`src/rtl/alu_pkg.sv`:
```
// Shared definitions for the pipelined ALU: operation encodings and flag bit positions.
package alu_pkg;

  typedef enum logic [2:0] {
    OP_ADD = 3'b000,
    OP_SUB = 3'b001,
    OP_AND = 3'b010,
    OP_OR  = 3'b011,
    OP_XOR = 3'b100,
    OP_SLL = 3'b101,
    OP_SRL = 3'b110,
    OP_SLT = 3'b111
  } op_e;

  localparam int FLAG_Z = 0;
  localparam int FLAG_C = 1;
  localparam int FLAG_V = 2;
  localparam int FLAG_N = 3;

endpackage

```
`src/rtl/alu_core.sv`:
```
// Combinational ALU datapath: result plus {N, V, C, Z} flags from a, b and op.
module alu_core
  import alu_pkg::*;
#(
  parameter int WIDTH = 8,
  parameter int SHW   = $clog2(WIDTH)
) (
  input  logic [WIDTH-1:0] a,
  input  logic [WIDTH-1:0] b,
  input  logic [2:0]       op,
  output logic [WIDTH-1:0] result,
  output logic [3:0]       flags
);

  logic [WIDTH:0]   sum_ext;
  logic [WIDTH-1:0] diff;
  logic [SHW-1:0]   shamt;
  logic             carry;
  logic             overflow;

  assign sum_ext = {1'b0, a} + {1'b0, b};
  assign diff    = a - b;
  assign shamt   = b[SHW-1:0];

  always_comb begin
    result   = '0;
    carry    = 1'b0;
    overflow = 1'b0;
    case (op)
      OP_ADD: begin
        result   = sum_ext[WIDTH-1:0];
        carry    = sum_ext[WIDTH];
        overflow = (a[WIDTH-1] == b[WIDTH-1]) && (sum_ext[WIDTH-1] != a[WIDTH-1]);
      end
      OP_SUB: begin
        result   = diff;
        carry    = (a >= b);
        overflow = (a[WIDTH-1] != b[WIDTH-1]) && (diff[WIDTH-1] != a[WIDTH-1]);
      end
      OP_AND:  result = a & b;
      OP_OR:   result = a | b;
      OP_XOR:  result = a ^ b;
      OP_SLL:  result = a << shamt;
      OP_SRL:  result = a >> shamt;
      OP_SLT:  result = {{(WIDTH-1){1'b0}}, ($signed(a) < $signed(b))};
      default: result = '0;
    endcase
  end

  always_comb begin
    flags         = '0;
    flags[FLAG_Z] = (result == '0);
    flags[FLAG_C] = carry;
    flags[FLAG_V] = overflow;
    flags[FLAG_N] = result[WIDTH-1];
  end

endmodule

```
`src/rtl/pipelined_alu.sv`:
```
// Two-stage valid/ready ALU: S1 holds the accepted operands, S2 holds the computed result and flags.
module pipelined_alu
  import alu_pkg::*;
#(
  parameter int WIDTH = 8,
  parameter int SHW   = $clog2(WIDTH)
) (
  input  logic             clk,
  input  logic             rst,
  input  logic             in_valid,
  output logic             in_ready,
  input  logic [WIDTH-1:0] a,
  input  logic [WIDTH-1:0] b,
  input  logic [2:0]       op,
  output logic             out_valid,
  input  logic             out_ready,
  output logic [WIDTH-1:0] result,
  output logic [3:0]       flags
);

  logic             s1_valid;
  logic [WIDTH-1:0] s1_a;
  logic [WIDTH-1:0] s1_b;
  logic [2:0]       s1_op;
  logic             s2_valid;
  logic             s1_advance;
  logic             s2_advance;
  logic [WIDTH-1:0] core_result;
  logic [3:0]       core_flags;

  // Backpressure flows from the output: in_ready never looks at in_valid.
  assign s2_advance = !s2_valid || out_ready;
  assign s1_advance = !s1_valid || s2_advance;
  assign in_ready   = s1_advance && !rst;
  assign out_valid  = s2_valid;

  alu_core #(
    .WIDTH(WIDTH),
    .SHW  (SHW)
  ) u_core (
    .a     (s1_a),
    .b     (s1_b),
    .op    (s1_op),
    .result(core_result),
    .flags (core_flags)
  );

  always_ff @(posedge clk) begin
    if (rst) begin
      s1_valid <= 1'b0;
      s1_a     <= '0;
      s1_b     <= '0;
      s1_op    <= OP_ADD;
      s2_valid <= 1'b0;
      result   <= '0;
      flags    <= '0;
    end else begin
      if (s1_advance) begin
        s1_valid <= in_valid;
        if (in_valid) begin
          s1_a  <= a;
          s1_b  <= b;
          s1_op <= op;
        end
      end
      if (s2_advance) begin
        s2_valid <= s1_valid;
        if (s1_valid) begin
          result <= core_result;
          flags  <= core_flags;
        end
      end
    end
  end

endmodule

```
`config.mk`:
```
export PLATFORM = sky130hd
export DESIGN_NAME = pipelined_alu
export DESIGN_NICKNAME = d
export VERILOG_FILES = /design/src/rtl/alu_pkg.sv /design/src/rtl/alu_core.sv /design/src/rtl/pipelined_alu.sv
export SDC_FILE = /design/constraint.sdc
export NUM_CORES = 1
export LEC_CHECK = 0
export ABC_CLOCK_PERIOD_IN_PS = 3100
export BUFFER_PORTS_ARGS = -buffer_cell sky130_fd_sc_hd__buf_2
export CAP_MARGIN = 5
export CELL_PAD_IN_SITES_DETAIL_PLACEMENT = 1
export CELL_PAD_IN_SITES_GLOBAL_PLACEMENT = 1
export CORE_MARGIN = 4
export CORE_UTILIZATION = 45
export DETAILED_ROUTE_END_ITERATION = 16
export PLACE_DENSITY_LB_ADDON = 0.3
export SYNTH_ARGS = -nofsm -noshare
export SYNTH_HDL_FRONTEND = slang
export SYNTH_HIERARCHICAL = 1
export SYNTH_SLANG_ARGS = --single-unit
```
`constraint.sdc`:
```
create_clock -name clk -period 3.1 [get_ports clk]
set_input_delay 0.31 -clock clk [delete_from_list [all_inputs] [get_ports clk]]
set_output_delay 0.31 -clock clk [all_outputs]
set_load 0.01 [all_outputs]
```
==> out/metrics.yaml <==
start_util_pct: 46.7
cts_root_buf: "clkbuf_8"
synth_edf_count: 0
crit_buf_inv: 1
syn_inst: 394
p_leak_nw: 1.57
skew_ps: 4.45
die_area_sq_um: 8550
ys_seq_area_share_pct: 20.6
setup_viol: 0
tritoncts: "yes"
syn_avg_cell_area_sq_um: 8.15
synth_seq_cells: 33
yosys_warnings: 6
vias: 3032
syn_area_sq_um: 3210
groute.usage.overall_pct: 24.3
io_buffers: 36
io_pins: 37
power.total_mw: 1.40
avgViaCountPerCell: 5.76
synth_top_area_share_pct: 20.6
synth-simple-area-share_pct: 22.2
drc_errors: 0
crit_top_cell: "a221o_1"
status: "completed"
post-dp-hpwl_um: 7770
period_minus_slack_ps: 2880
grt_setup_unrepaired: "false"
cts_sinks: 33
worstSetupPathType: "flip-flop to flip-flop"
max-cap-violations: 0
cp-end-kind: "flip-flop"
yosys.area_share.adder_pct: 11.0
die_w_um: 92.5
drt_iter0_markers: 203
gr-total-overflow: 0
yosysUniqueCellTypes: 63
synthMuxAreaShare_pct: 13.8
ant_nets: 0
critPathSlowestCell: "ha_1"
grt_pass1_vias: 3017
core_area_sq_um: 6870
drive_above_1_share_pct: 20.0
synth_compound_area_share_pct: 22.3
detail_route.wl_per_cell_um: 18.7
async_flop_share_pct: 0
drv_slew: 0
cp_cell_sequence: "inv_1, ha_1, and3_1, a221o_1, o21ai_0, o41ai_1, xnor2_1, a221o_1, nor4_2, nand3_1, a21oi_1"
yosys-top-cells-area: "dfxtp_1 (21%), ha_1 (9.7%), mux2i_1 (9.4%)"
ys.flop_type: "dfxtp_1"
antenna_found_initial: 0
htreeDepth: 2
rows: 30
synth_nets: 444
ir_worst_vdd_uv: 201
worst_pin_slew_ps: 713
cts_buffers: 5
startpoint_type: "flip-flop"
num_antenna_cells: 0
slew_headroom_pct: 52.4
finalCritPeriodShare_pct: 92.8
arrival_ps: 3090
p_per_area_nw_per_um2: 387
grt_pass1_wl_um: 16400
drt-pass1-iter-count: 4
critPathTopFamily: "compound AO/OA/AOI/OAI gates"
area_growth_pct: 12.9
nets: 479
tns_ps: 0
clock_path_buffers: 2
synth_top_family_by_area: "compound AO/OA/AOI/OAI gates"
insertion_delay_ps: 290
placed_cells_incl_taps: 518
instances_no_fill: 526
crit_required_ps: 3310
yosys.area_share.xor_xnor_pct: 1.64
final-hold-violation-count: 0
die_y_um: 92.5
gp_congestion: 0.949
holdWs_ps: 244
crit_fanout: 9
fmax_mhz: 348
grt_start_max_net_pins: 54
post-cts-setup-buffers: 0
clk_pin_slew_ps: 70
min_path_type: "input pin to flip-flop"
synth_top_area_cell: "dfxtp_1"
wirelength_um: 9840
cp_slowest_stage_delay_ps: 430
cts_hold_buf: 0
layout by cell type (no fill, tap or decap), types with 3 or more instances in the layout:
| master | count |
|---|---|
| nand2b_1 | 42 |
| buf_2 | 36 |
| dfxtp_1 | 32 |
| a21oi_1 | 30 |
| mux2i_1 | 30 |
| inv_1 | 27 |
| ha_1 | 24 |
| o21ai_0 | 22 |
| buf_4 | 20 |
| nor2_1 | 18 |
| nand3_1 | 15 |
| nand2_1 | 13 |
| nor2b_1 | 11 |
| nor3_1 | 7 |
| clkbuf_8 | 6 |
| a211oi_1 | 6 |
| a22oi_1 | 5 |
| mux2_2 | 4 |
| xnor2_1 | 4 |
| inv_2 | 3 |
| nand3b_1 | 3 |
| nor4_1 | 3 |
| a21o_1 | 3 |
| and3_1 | 3 |
| a221o_1 | 3 |
| a221oi_1 | 3 |
| o32ai_1 | 3 |
| o22ai_1 | 3 |
| a31oi_1 | 3 |
worst min-delay path: cells and delay by family:
family	cells	cell delay [ps]
AOI/OAI and AO/OA	1	30
buffers and inverters	1	90
and+or+nand+nor	1	70
final cells by class:
cell class	instances	area, sq um
well taps	96	120
flip-flops and latches	33	662
multi-input cells	303	2280
clock inverters	1	30.0
inverters	30	113
repair buffers	56	330
clock buffers	7	86.3
fillers	881	3250
final timing paths:
check	startpoint	to	slack, ps	cells past startpoint
max	s1_a[4]	flags[0]	220	11
min	in_valid	s1_valid	240	3
max reg2reg	s1_a[4]	flags[0]	220	11
min reg2reg	flags[1]	flags[1]	480	2
logic make-up after synthesis:
family                   count (synthesis)
XOR/XNOR                                 6
AND/OR/NAND/NOR                        125
flip-flops                              33
AO/OA/AOI/OAI                          107
buffers and inverters                   58
multiplexers                            38
adder cells (fa/ha/maj)                 27
registers in the layout (all words and copies together) (netlist names):
| name | count |
|---|---|
| s1_op | 3 |
| s1_a | 8 |
| s1_valid | 1 |
| s1_b | 8 |
| result | 8 |
| out_valid | 1 |
| flags | 4 |
metal layers:
layer,track usage [%],wire length [um]
met5,0,0
met3,3.66,492
met1,34.6,4680
met2,37.8,4520
met4,6.81,141
cells in the mapped netlist, types with 4 or more instances:
cell type and count:
nand2b_1 42, dfxtp_1 33, a21oi_1 30, mux2i_1 30
inv_1 27, ha_1 25, o21ai_0 23, nor2_1 18
nand3_1 15, nand2_1 13, buf_2 12, nor2b_1 11
clkbuf_1 8, nor3_1 7, a211oi_1 6, a22oi_1 5
buf_4 4, mux2_2 4, xnor2_1 4
power breakdown:
group	internal [mW]	leakage, nW	switching, mW	total [mW]
Combinational	0.212	1.24	0.279	0.492
Sequential	0.450	0.271	0.0340	0.484
Clock	0.262	0.0585	0.164	0.427
timing repair:
item                                   CTS  global route
endpoints found under the hold margin    0             0
gates resized for setup                  0             4
setup endpoints to repair                0             1
through the flow:
step                      setup slack [ps]  utilization, %  cell area [sq um]
final                                  223            52.8               3620
after global routing                  46.9            52.8               3620
after CTS                             26.4            52.6               3620
after detailed placement              40.6            50.9               3500
after global placement                 136            50.9               3500
after floorplan                        232               -               3210
Note: power is estimated with default switching activity, not from simulation.
